<file path="src/rtl/pattern_det_ctrl_if.sv">
// Configuration channel of the pattern detector: one valid/ready transfer
// carries pattern, length, threshold and overlap mode.
interface pattern_det_ctrl_if #(
    parameter int unsigned MAXLEN = 8,
    parameter int unsigned CNT_W  = 8,
    parameter int unsigned LEN_W  = $clog2(MAXLEN + 1)
);
    logic              cfg_valid;
    logic              cfg_ready;
    logic [MAXLEN-1:0] cfg_pattern;
    logic [LEN_W-1:0]  cfg_len;
    logic [CNT_W-1:0]  cfg_thresh;
    logic              cfg_overlap;

    modport master (
        output cfg_valid,
        output cfg_pattern,
        output cfg_len,
        output cfg_thresh,
        output cfg_overlap,
        input  cfg_ready
    );

    modport slave (
        input  cfg_valid,
        input  cfg_pattern,
        input  cfg_len,
        input  cfg_thresh,
        input  cfg_overlap,
        output cfg_ready
    );
endinterface

</file>
<file path="src/rtl/pattern_det_ctrl.sv">
// Programmable serial pattern detector: configurable pattern/length/overlap,
// saturating match counter and sticky threshold interrupt.
module pattern_det_ctrl #(
    parameter int unsigned MAXLEN = 8,
    parameter int unsigned CNT_W  = 8,
    parameter int unsigned LEN_W  = $clog2(MAXLEN + 1)
) (
    input  logic               clock,
    input  logic               reset,
    pattern_det_ctrl_if.slave  cfg,
    input  logic               start,
    input  logic               stop,
    input  logic               in_valid,
    input  logic               in,
    output logic               det,
    output logic [CNT_W-1:0]   count,
    output logic               irq,
    input  logic               irq_clr,
    output logic [1:0]         state
);

    localparam int unsigned HIST_W = MAXLEN - 1;

    typedef enum logic [1:0] {
        IDLE = 2'b00,
        RUN  = 2'b01,
        DONE = 2'b10
    } state_e;

    state_e              state_q, state_d;
    logic [MAXLEN-1:0]   pat_q, pat_d;
    logic [LEN_W-1:0]    len_q, len_d;
    logic [CNT_W-1:0]    thresh_q, thresh_d;
    logic                ovl_q, ovl_d;
    logic                loaded_q, loaded_d;
    logic [HIST_W-1:0]   hist_q, hist_d;
    logic [LEN_W-1:0]    fill_q, fill_d;
    logic [CNT_W-1:0]    count_q, count_d;
    logic                irq_q, irq_d;
    logic                rdy_q;

    logic [MAXLEN-1:0]   win;
    logic [MAXLEN-1:0]   mask;
    logic                match;
    logic                det_c;
    logic                entry;
    logic [CNT_W-1:0]    count_inc;
    logic                hit_thresh;
    logic [LEN_W-1:0]    len_clamp;

    // Compare window: only the low len bits participate, and only once enough bits arrived
    always_comb begin
        mask = '0;
        for (int i = 0; i < int'(MAXLEN); i++) begin
            mask[i] = (LEN_W'(i) < len_q);
        end
    end

    assign win   = {hist_q, in};
    assign match = (((win ^ pat_q) & mask) == '0) &&
                   (((LEN_W+1)'(fill_q) + (LEN_W+1)'(1)) >= (LEN_W+1)'(len_q));

    assign count_inc  = (&count_q) ? count_q : count_q + CNT_W'(1);
    assign hit_thresh = (thresh_q != '0) &&
                        (((CNT_W+1)'(count_q) + (CNT_W+1)'(1)) == (CNT_W+1)'(thresh_q));

    assign len_clamp = ((cfg.cfg_len == '0) || (cfg.cfg_len > LEN_W'(MAXLEN))) ?
                       LEN_W'(MAXLEN) : cfg.cfg_len;

    // Next-state, datapath and Mealy strobe
    always_comb begin
        state_d  = state_q;
        pat_d    = pat_q;
        len_d    = len_q;
        thresh_d = thresh_q;
        ovl_d    = ovl_q;
        loaded_d = loaded_q;
        hist_d   = hist_q;
        fill_d   = fill_q;
        count_d  = count_q;
        irq_d    = irq_q & ~irq_clr;
        det_c    = 1'b0;
        entry    = 1'b0;

        case (state_q)
            IDLE: begin
                if (cfg.cfg_valid && rdy_q) begin
                    pat_d    = cfg.cfg_pattern;
                    len_d    = len_clamp;
                    thresh_d = cfg.cfg_thresh;
                    ovl_d    = cfg.cfg_overlap;
                    loaded_d = 1'b1;
                end
                if (start && loaded_q && !stop) begin
                    state_d = RUN;
                    entry   = 1'b1;
                end
            end
            RUN: begin
                if (stop) begin
                    state_d = IDLE;
                end else if (in_valid) begin
                    hist_d = HIST_W'({hist_q, in});
                    fill_d = (fill_q == LEN_W'(MAXLEN)) ? fill_q : fill_q + LEN_W'(1);
                    if (match) begin
                        det_c   = 1'b1;
                        count_d = count_inc;
                        // Non-overlapping mode: matched bits must not seed the next match
                        if (!ovl_q) begin
                            fill_d = '0;
                        end
                        if (hit_thresh) begin
                            irq_d   = 1'b1;
                            state_d = DONE;
                        end
                    end
                end
            end
            DONE: begin
                if (stop) begin
                    state_d = IDLE;
                end else if (start) begin
                    state_d = RUN;
                    entry   = 1'b1;
                end
            end
            default: begin
                state_d = IDLE;
            end
        endcase

        if (entry) begin
            count_d = '0;
            hist_d  = '0;
            fill_d  = '0;
            irq_d   = 1'b0;
        end
    end

    // State and datapath registers
    always_ff @(posedge clock or negedge reset) begin
        if (!reset) begin
            state_q  <= IDLE;
            pat_q    <= '0;
            len_q    <= '0;
            thresh_q <= '0;
            ovl_q    <= 1'b0;
            loaded_q <= 1'b0;
            hist_q   <= '0;
            fill_q   <= '0;
            count_q  <= '0;
            irq_q    <= 1'b0;
            rdy_q    <= 1'b1;
        end else begin
            state_q  <= state_d;
            pat_q    <= pat_d;
            len_q    <= len_d;
            thresh_q <= thresh_d;
            ovl_q    <= ovl_d;
            loaded_q <= loaded_d;
            hist_q   <= hist_d;
            fill_q   <= fill_d;
            count_q  <= count_d;
            irq_q    <= irq_d;
            rdy_q    <= (state_d == IDLE);
        end
    end

    assign cfg.cfg_ready = rdy_q;
    assign det           = det_c;
    assign count         = count_q;
    assign irq           = irq_q;
    assign state         = state_q;

endmodule

</file>
<file path="src/flat_wrapper.sv">
// flat-port wrapper written by rule: the top's interface ports become plain ports
module pattern_det_ctrl_flat 
#(
    parameter int unsigned MAXLEN = 8,
    parameter int unsigned CNT_W  = 8,
    parameter int unsigned LEN_W  = $clog2(MAXLEN + 1)
)
  (clock, reset, start, stop, in_valid, in, det, count, irq, irq_clr, state, cfg_cfg_valid, cfg_cfg_pattern, cfg_cfg_len, cfg_cfg_thresh, cfg_cfg_overlap, cfg_cfg_ready);
  pattern_det_ctrl_if #(.MAXLEN(MAXLEN), .CNT_W(CNT_W), .LEN_W(LEN_W)) cfg_i ();
  input  logic clock;
  input  logic reset;
  input  logic start;
  input  logic stop;
  input  logic in_valid;
  input  logic in;
  output logic det;
  output logic [CNT_W-1:0] count;
  output logic irq;
  input  logic irq_clr;
  output logic [1:0] state;
  input wire logic [$bits(cfg_i.cfg_valid)-1:0] cfg_cfg_valid;
  input wire logic [$bits(cfg_i.cfg_pattern)-1:0] cfg_cfg_pattern;
  input wire logic [$bits(cfg_i.cfg_len)-1:0] cfg_cfg_len;
  input wire logic [$bits(cfg_i.cfg_thresh)-1:0] cfg_cfg_thresh;
  input wire logic [$bits(cfg_i.cfg_overlap)-1:0] cfg_cfg_overlap;
  output wire logic [$bits(cfg_i.cfg_ready)-1:0] cfg_cfg_ready;
  assign cfg_i.cfg_valid = cfg_cfg_valid;
  assign cfg_i.cfg_pattern = cfg_cfg_pattern;
  assign cfg_i.cfg_len = cfg_cfg_len;
  assign cfg_i.cfg_thresh = cfg_cfg_thresh;
  assign cfg_i.cfg_overlap = cfg_cfg_overlap;
  assign cfg_cfg_ready = cfg_i.cfg_ready;
  pattern_det_ctrl #(.MAXLEN(MAXLEN), .CNT_W(CNT_W), .LEN_W(LEN_W)) u_core (.clock(clock), .reset(reset), .cfg(cfg_i), .start(start), .stop(stop), .in_valid(in_valid), .in(in), .det(det), .count(count), .irq(irq), .irq_clr(irq_clr), .state(state));
endmodule
</file>
<file path="config.mk">
export PLATFORM = sky130hd
export DESIGN_NAME = pattern_det_ctrl_flat
export DESIGN_NICKNAME = d
export VERILOG_FILES = /design/src/rtl/pattern_det_ctrl_if.sv /design/src/rtl/pattern_det_ctrl.sv /design/src/flat_wrapper.sv
export SDC_FILE = /design/constraint.sdc
export NUM_CORES = 1
export LEC_CHECK = 0
export CAP_MARGIN = 25
export CELL_PAD_IN_SITES_DETAIL_PLACEMENT = 1
export CELL_PAD_IN_SITES_GLOBAL_PLACEMENT = 1
export CORE_MARGIN = 2
export CORE_UTILIZATION = 41
export DETAILED_ROUTE_END_ITERATION = 7
export PLACE_DENSITY = 0.79
export SLEW_MARGIN = 20
export SYNTH_ARGS = -nofsm -noshare
export SYNTH_HDL_FRONTEND = slang
export SYNTH_SLANG_ARGS = --single-unit
</file>
<file path="constraint.sdc">
create_clock -name clock -period 2.8 [get_ports clock]
set_input_delay 0.56 -clock clock [delete_from_list [all_inputs] [get_ports clock]]
set_output_delay 0.56 -clock clock [all_outputs]
set_load 0.1 [all_outputs]
</file>
**Word-level counts from Yosys, hierarchy flattened**

Cells that the tools add are included.

- Flip-flop bits (word level): 45
- Input bits: 29
- Word-level logic and storage cells: 94

- Add/subtract/negate cells: 4
- Order comparisons: 10
- Equal/unequal tests: 6
- Muxes and demuxes: 40
- Bitwise gates (word level): 4
- Reductions and logical operators: 19

Operators by type and width:

| kind | count |
|---|---|
| 2-to-1 mux 8 bit | 6 |
| 2-to-1 mux 4 bit | 8 |
| 2-to-1 mux 7 bit | 4 |
| < comparator 3 x 4 -> 1 bit (first input constant) | 4 |
| 2-to-1 mux 2 bit | 7 |
| 2-to-1 mux 1 bit | 13 |
| adder 8 x 1 -> 9 bit (second input constant) | 1 |
| == test 9 x 8 -> 1 bit | 1 |
| adder 8 x 1 -> 8 bit (second input constant) | 1 |
| AND 8 bit | 1 |
| logical NOT 8 bit | 1 |
| < comparator 1 x 4 -> 1 bit (first input constant) | 2 |
| < comparator 2 x 4 -> 1 bit (first input constant) | 2 |
| AND reduction 8 bit | 1 |
| nonzero test 8 bit | 1 |
| XOR 8 bit | 1 |
| case mux 2 bit (3 select lines) | 1 |
| nonzero test 2 bit | 3 |
| adder 4 x 1 -> 5 bit (second input constant) | 1 |
| >= comparator 5 x 4 -> 1 bit | 1 |
| logical AND 1 bit | 5 |
| AND reduction 5 bit | 1 |
| adder 4 x 1 -> 4 bit (second input constant) | 1 |
| == test 4 bit (second input constant) | 1 |
| 13 further kinds | 15 |

**Logic depth before layout (Yosys ltp)**

Gate-level depths: netlist (run 1).

- Depth in word-level cells: 9
- Gate-level depth with buffers: 9

**Worst setup path before layout (run 1)**

OpenSTA, ideal clock, no wires.

- Path kind: register -> output
- Start: reg u_core.len_q[3]
- End: out det
- Arrival time: 3001 ps
- Data required time: 2240 ps
- Path slack: -761 ps
- Cell stages (with the launch flop): 7
- Buffers on the path: 1
- Cell sequence: dfrtp_1 > or4b_4 > a2111oi_4 > o21a_1 > o211ai_1 > buf_2 > nor2_1

- Cells in the longest elaborated chain, start to end: 8

Ends and longest elaborated chain:

| element | RTL line | RTL |
|---|---|---|
| start: declaration | pattern_det_ctrl.sv:32 | `logic [LEN_W-1:0] len_q, len_d;` |
| start signal: assignment | pattern_det_ctrl.sv:157 | `len_q <= len_d;` |
| < comparator 1 x 4 -> 1 bit (tied with other cells) | pattern_det_ctrl.sv:55 | `mask[i] = (LEN_W'(i) < len_q);` |
| AND 8 bit | pattern_det_ctrl.sv:60 | `assign match = (((win ^ pat_q) & mask) == '0) &&` |
| logical NOT 8 bit | pattern_det_ctrl.sv:60 |  |
| logical AND 1 bit * | pattern_det_ctrl.sv:60 |  |
| 2-to-1 mux 1 bit * | pattern_det_ctrl.sv:105 | `if (match) begin` |
| 2-to-1 mux 1 bit * | pattern_det_ctrl.sv:102 | `end else if (in_valid) begin` |
| 2-to-1 mux 1 bit * | pattern_det_ctrl.sv:100 | `if (stop) begin` |
| 2-to-1 mux 1 bit * | pattern_det_ctrl.sv:85 | `case (state_q)` |
| end: declaration | flat_wrapper.sv:16 | `output logic det;` |

Mark *: on every way between the ends. The rest lies on a longest branch, timed or not.

**Worst setup path in the final report (run 1)**

Ends and elaborated chain as after synthesis.

==> key figures, run 1 <==
Status
  – Status: finished, violations left
  – Failing checks: negative setup slack

Timing
  – Final period utilization: 101%
  – Min Tclk post-route: 2.83 ns
  – Unrepaired setup endpoints after global routing: true
  – Clk_skew: 0.0101 ns
  – TNS Setup: -0.0268 ns
  – Relative slew slack: about two thirds
  – Slew @ Worst Pin: 0.510 ns
  – Final setup viols: 1
  – Maximum clock frequency: 0.354 GHz
  – Final Slew Violations: 0
  – Worst Slack Setup Final: -0.0268 ns
  – Final Hold Fails: 0

GRT
  – Initial antenna violation count: 0
  – Vias in the first global route: 2,130
  – GRT busiest layer: met2
  – Gr usage total: 20.1%
  – Global-route met2 utilization: 35.1%
  – M1 GR Usage: 25.3%
  – Pin count of the biggest net entering global routing: 30
  – GR Overflow Total: 0
  – First-pass GRT wire length: slightly above 10,000 um
  – Met3 Resource Use GR: 3.91%

Synthesis
  – Post-synth top flop: dfrtp_1
  – Asr flop ratio synth: 100%
  – Synthesized cell area: 2540 um^2
  – Cell variety after synth: 48
  – Mapped Nets: 278
  – Post-synth EDFFs: 0
  – Avg Cell Area, Syn: 10.5 um^2
  – Seq cells post-synth: 45
  – Sequential share of the synthesized area: 44.4%
  – Yosys warning count: 0
  – Post-Syn Instances: about 240

Cells and area
  – Final instance area: 3210 um^2
  – Final net count: ~330
  – Non-filler instance count after layout: 367
  – Synth-to-layout area growth: 26.6%
  – Layout cell share with drive strength beyond 1: 22.3%
  – ANT cells: 0

Floorplan
  – Die X: 82.7 um
  – FP Rows: 28
  – Core area: between 5000 and 6000 um^2
  – Die area: 6840 um^2
  – IO Pins: 42
  – Die Ht: 82.7 um
  – Initial core utilization: 42.6%

Place
  – Worst slack, placed: 0.134 ns
  – DP Cell Count: 353
  – DP HPWL: 4630 um
  – Global placer's final weighted congestion: 0.776
  – Port Buffers: 41
  – Placed instance area: between 3000 and 4000 um^2

Worst setup path
  – Worst reg-to-reg path cell count: 11
  – Worst Path Required: 2.24 ns
  – Beginning of the worst register-to-register path: u_core.fill_q[0]
  – Worst R2R End: u_core.count[3]
  – Critical Path Fanout Max: 4
  – Startpoint types: flip-flop
  – Reg2Reg Setup Slack: approximately 0.070 ns
  – Crit. End Element: output pin
  – Crit path DAT: 2.27 ns
  – CP Class: flip-flop to output pin

Power and ir drop
  – Peak VDD IR: roughly 0.4 mV
  – Switching portion of total power: 33.2%
  – Comb power frac: between 30 and 40%
  – Power density over the cells: 613 nW/um^2
  – Flop pwr share: 44.2%
  – Pleak: approximately 1.4 nW
  – Clock Power Share: 25.2%
  – Design Power: 0.00197 W
  – Internal power: 0.00132 W
  – Sw Pwr: 0.000654 W

Clock tree
  – Clock Sinks: 45
  – Clk_lat worst skew: 0.30 ns
  – Cts bufs inserted: 5
  – CTS max path bufs: 2
  – Clock transition at path regs: roughly 0.090 ns
  – Root Driver: clkbuf_8
  – Hold_buf cts: 0
  – CTS HTree Levels: 2
  – CTS tree: built

Detailed routing
  – Routed Antenna Nets: 0
  – # DRC: 0
  – Vias post-DR: 2,049
  – Number of DRC markers after the initial detailed-route iteration: a little over 80
  – Final wirelength: 6350 um
  – Drt wl/cell: about 17 um
  – Pre-Repair DR Iteration Count: 4
  – Vias per cell: between 5 and 6

Min path
  – Hold crit path type: input port to asynchronous set/reset pin

Flow run
  – Max Cap Viol: 0
==> cells in the final DEF (no fill, tap or decap), drive strengths merged, types with 3 or more instances in the layout <==
cell type      synthesis  layout
a211o                  3       3
a21oi                  3       3
a221o                  4       4
a22o                   8       8
a31oi                  3       3
and3                   5       5
buf                    3      27
clkbuf                 9       6
clkdlybuf4s50          0      27
dfrtp                 44      44
ha                     7       7
inv                   10      10
mux2                  17      17
nand2                 13      13
nand2b                 3       3
nand3                  8       8
nand3b                 5       5
nor2                  11      11
nor3                   8       8
nor4                   3       3
o211a                  3       3
o211ai                 6       6
o21ai                 16      16
xnor2                  9       9
xor2                  14      14
==> worst max path at each step <==
stage                           from              end  slack (ns)
floorplan            u_core.len_q[3]              det        0.02
global placement                  in              det        0.15
detailed placement  u_core.fill_q[0]  u_core.count[3]        0.13
CTS                  u_core.len_q[3]              det       -0.04
global route        u_core.fill_q[0]              det       -0.14
finish               u_core.len_q[3]              det       -0.03
==> cell usage after synthesis, drive strengths merged (6+ instances only) <==
cell	instances	area (um^2)
mux2	17	191
xor2	14	123
inv	10	37.5
nor2	11	41.3
a22o	8	70.1
o211ai	6	45.0
dfrtp	44	1100
nand3	8	40.0
o21ai	16	80.1
ha	7	87.6
xnor2	9	78.8
nand2	13	48.8
nor3	8	40.0
clkbuf	9	33.8
==> stage by stage <==
stage                     utilization [%]  hold slack [ns]
after floorplan                         -            0.264
after global placement               51.0            0.496
after detailed placement             51.0            0.506
after CTS                            53.6            0.176
after global routing                 54.0            0.172
final                                54.0            0.163
==> repair_timing <==
| item | in CTS | in global routing |
|---|---|---|
| buffers inserted | 5 | 2 |
| gates cloned | 0 | 0 |
| gates resized for setup | 4 | 4 |
| pin swaps | 3 | 2 |
| setup endpoints to repair | 1 | 2 |
==> registers in the layout, summed over array words and instances, names as in the netlist <==
name,cells
u_core.fill_q,4
u_core.ovl_q,1
u_core.thresh_q,8
u_core.irq,1
u_core.pat_q,8
u_core.loaded_q,1
u_core.hist_q,7
u_core.state,2
u_core.len_q,4
u_core.count,8
u_core.cfg.cfg_ready,1
==> per-layer routing <==
layer | wire, um | share of wire [%] | up-vias
li1 | - | - | 983
met2 | 3320 | 52 | 39
met1 | 2740 | 43 | 1017
met5 | 0 | 0 | -
met4 | 95 | 1.5 | 0
met3 | 194 | 3.1 | 10
==> worst max-delay path: stages, from the launching register on <==
cell	delay, ns
dfrtp_2	0.43
or4b_4	0.55
a2111oi_4	0.29
o21a_1	0.19
o211ai_1	0.15
nor2_4	0.17
buf_12	0.19
==> power by group through the flow <==
| stage | sequential, W | clock [W] | combinational (W) |
|---|---|---|---|
| 2_1_floorplan | 0.000873 | 0 | 0.000358 |
| 3_3_place_gp | 0.000872 | 0 | 0.000514 |
| 3_5_place_dp | 0.000878 | 0 | 0.000541 |
| 4_1_cts | 0.000862 | 0.000509 | 0.000576 |
| 5_1_grt | 0.000887 | 0.000536 | 0.000670 |
| 6_report | 0.000871 | 0.000497 | 0.000603 |
==> kinds of logic (layout without fill, tap and decap cells) <==
family	Yosys count	in the layout	synth area share [%]
AND/OR/NAND/NOR	69	69	15.3
AO/OA/AOI/OAI	56	56	16.9
XOR/XNOR	23	23	7.94
adder cells (fa/ha/maj)	8	8	3.84
flip-flops	45	45	44.4
buffers and inverters	22	72	3.35
multiplexers	19	19	8.33
==> layout make-up <==
type | instances | area [um^2]
clock buffers | 6 | 72.6
multi-input cells | 175 | 1360
repair buffers | 54 | 483
well taps | 75 | 93.8
flip-flops and latches | 45 | 1130
fillers | 676 | 2740
clock inverters | 2 | 38.8
inverters | 10 | 37.5
(Power assumes the default switching activity.)
==> run 2, diff against run 1 <==
- GPL_TIMING_DRIVEN: default -> 0
==> run 2 against run 1 <==
  * The flow still finishes with violations (negative setup slack)
  * Power is 2.5% higher
  * Sequential power down 2%
  * First-iteration DRC count fell by 23%
  * Routed wire length is 5.1% higher
  * Global-route usage grew 1.6 points
  * Final cell count up 2.7%
==> key figures, run 2 (synthesis results as in run 1) <==
Detailed routing
  – # DRC: 0 (unchanged)
  – Number of DRC markers after the initial detailed-route iteration: 62 (-23%)
  – Pre-Repair DR Iteration Count: 4 (unchanged)
  – Final wirelength: 6670 um (+5.1%)
  – Routed Antenna Nets: 0 (unchanged)
  – Drt wl/cell: 17.7 um (+2.3%)
  – Vias per cell: 5.65 (+1.1%)
  – Vias post-DR: 2,129 (+3.9%)

Timing
  – Final setup viols: 1 (unchanged)
  – Clk_skew: 0.00566 ns (-0.00448 ns)
  – Slew @ Worst Pin: 0.990 ns (+0.480 ns)
  – Final period utilization: 106% (+5.3 points)
  – Final Slew Violations: 0 (unchanged)
  – Final Hold Fails: 0 (unchanged)
  – Worst Slack Setup Final: -0.175 ns (-0.148 ns)
  – Maximum clock frequency: 0.336 GHz (-5.0%)
  – TNS Setup: -0.175 ns (-0.148 ns)
  – Relative slew slack: 33.8% (-32 points)
  – Unrepaired setup endpoints after global routing: true
  – Min Tclk post-route: 2.98 ns (+0.148 ns)

Floorplan
  – Core area: 5960 um^2 (unchanged)
  – FP Rows: 28 (unchanged)
  – Die Ht: 82.7 um (unchanged)
  – Die X: 82.7 um (unchanged)
  – Initial core utilization: 42.6% (unchanged)
  – Die area: 6840 um^2 (unchanged)
  – IO Pins: 42 (unchanged)

Clock tree
  – Clock transition at path regs: 0.09 ns (about the same)
  – Root Driver: clkbuf_8
  – CTS tree: built
  – Cts bufs inserted: 5 (unchanged)
  – Clk_lat worst skew: 0.31 ns (about the same)
  – Clock Sinks: 45 (unchanged)
  – CTS max path bufs: 2 (unchanged)
  – CTS HTree Levels: 2 (unchanged)

Power and ir drop
  – Design Power: 0.00202 W (+2.5%)
  – Power density over the cells: 615 nW/um^2 (+0.23%)
  – Peak VDD IR: 0.354 mV (-12%)
  – Pleak: 1.41 nW (about the same)

Cells and area
  – FF+latch area: 1130 um^2 (-0.22%)
  – Commonest non-fill, non-tap cell in the layout: dfrtp_1
  – ANT cells: 0 (unchanged)
  – Core Util, Final: 55.2% (+1.2 points)
  – Layout fillers: 664 (-1.8%)
  – Synth-to-layout area growth: 29.5%
  – Layout cell share with drive strength beyond 1: 16.6% (-5.7 points)
  – Final net count: 337 (+3.1%)
  – Final instance area: 3290 um^2 (+2.3%)
  – Most frequent cells in the layout: dfrtp_1 (42), clkdlybuf4s50_1 (39), mux2_2 (17)
  – Area of the multi-input gates: 1340 um^2 (-1.1%)

Min path
  – Hold crit path type: input port to asynchronous set/reset pin

GRT
  – First-pass GRT wire length: 11,100 um (+7.2%)
  – Pin count of the biggest net entering global routing: 27 (-10%)
  – GR Overflow Total: 0 (unchanged)
  – Initial antenna violation count: 0 (unchanged)
  – Gr usage total: 21.7% (+1.6 points)
  – Vias in the first global route: 2,332 (+9.5%)

Place
  – Global placer's final weighted congestion: 0.762 (-1.7%)
  – Port Buffers: 41 (unchanged)
  – Placed instance area: 3080 um^2 (+1.4%)
  – DP HPWL: 4690 um (+1.2%)

Status
  – Status: finished, violations left
  – Failing checks: negative setup slack

Worst setup path
  – Reg2Reg Setup Slack: 0.23 ns (+0.16 ns)
  – Crit. End Element: output pin
  – Startpoint types: flip-flop
  – Beginning of the worst register-to-register path: u_core.len_q[3]
  – Worst reg-to-reg path cell count: 7 (-4)
  – Critical Path Fanout Max: 4 (unchanged)
  – Crit path DAT: 2.42 ns (+0.15 ns)
  – Worst Path Required: 2.24 ns (about the same)
  – CP Class: flip-flop to output pin
  – Worst R2R End: u_core.count[7]

Flow run
  – Max Cap Viol: 0 (unchanged)
-- run 2: routing by layer --
metal	share of wire [%]	global-route usage, %	wire length (um)	vias to the layer above
li1	-	-	-	1009
met1	42	24.0	2820	1070
met2	53	41.6	3570	38
met3	2.7	4.24	179	12
met4	1.6	6.07	104	0
met5	0	0	0	-
-- run 2: repair_timing --
action,in CTS,in global routing
buffers inserted,8,2
gates resized for setup,12,3
setup endpoints to repair,1,9
cloned,0,0
pin swaps,2,1
hold buffers,0,0
-- run 2: how the worst max path moves through the flow --
stage | startpoint | end | slack, ns | cells past startpoint
after detailed placement | in | det | -1.06 | 8
after global routing | u_core.len_q[3] | det | -0.30 | 7
after floorplan | u_core.len_q[3] | det | 0.02 | 6
final | u_core.len_q[3] | det | -0.18 | 7
after CTS | u_core.len_q[3] | det | -0.16 | 7
after global placement | in | det | -1.05 | 8
-- run 2: final cells by class --
type / instances / area share (%)
plain buffers: 12 / 1.52
clock buffers: 7 / 2.63
clock inverters: 1 / 0.914
inverters: 10 / 1.14
multi-input cells: 175 / 40.8
flip-flops and latches: 45 / 34.4
well taps: 75 / 2.85
repair buffers: 52 / 15.8
-- run 2: critical path, cell delays in order, from the launching register on --
cell       delay, ns
dfrtp_2         0.43
or4b_4          0.55
a2111oi_4       0.29
o21a_1          0.19
o211ai_1        0.15
buf_4           0.18
nor2_4          0.12
buf_12          0.19
-- run 2: per-stage QoR --
stage                     hold slack, ns  instances  setup slack [ns]
final                              0.265        377            -0.175
after global routing               0.312        377            -0.297
after CTS                          0.291        375            -0.162
after detailed placement           0.517        359             -1.06
after global placement             0.501        358             -1.05
after floorplan                    0.264        242            0.0236
-- run 2: power by group --
group / internal, W / total (W) / switching, W
registers: 0.000748 / 0.000857 / 0.000109
clock network: 0.000291 / 0.000526 / 0.000235
logic: 0.000315 / 0.000637 / 0.000322
total: 0.00135 / 0.00202 / 0.000665
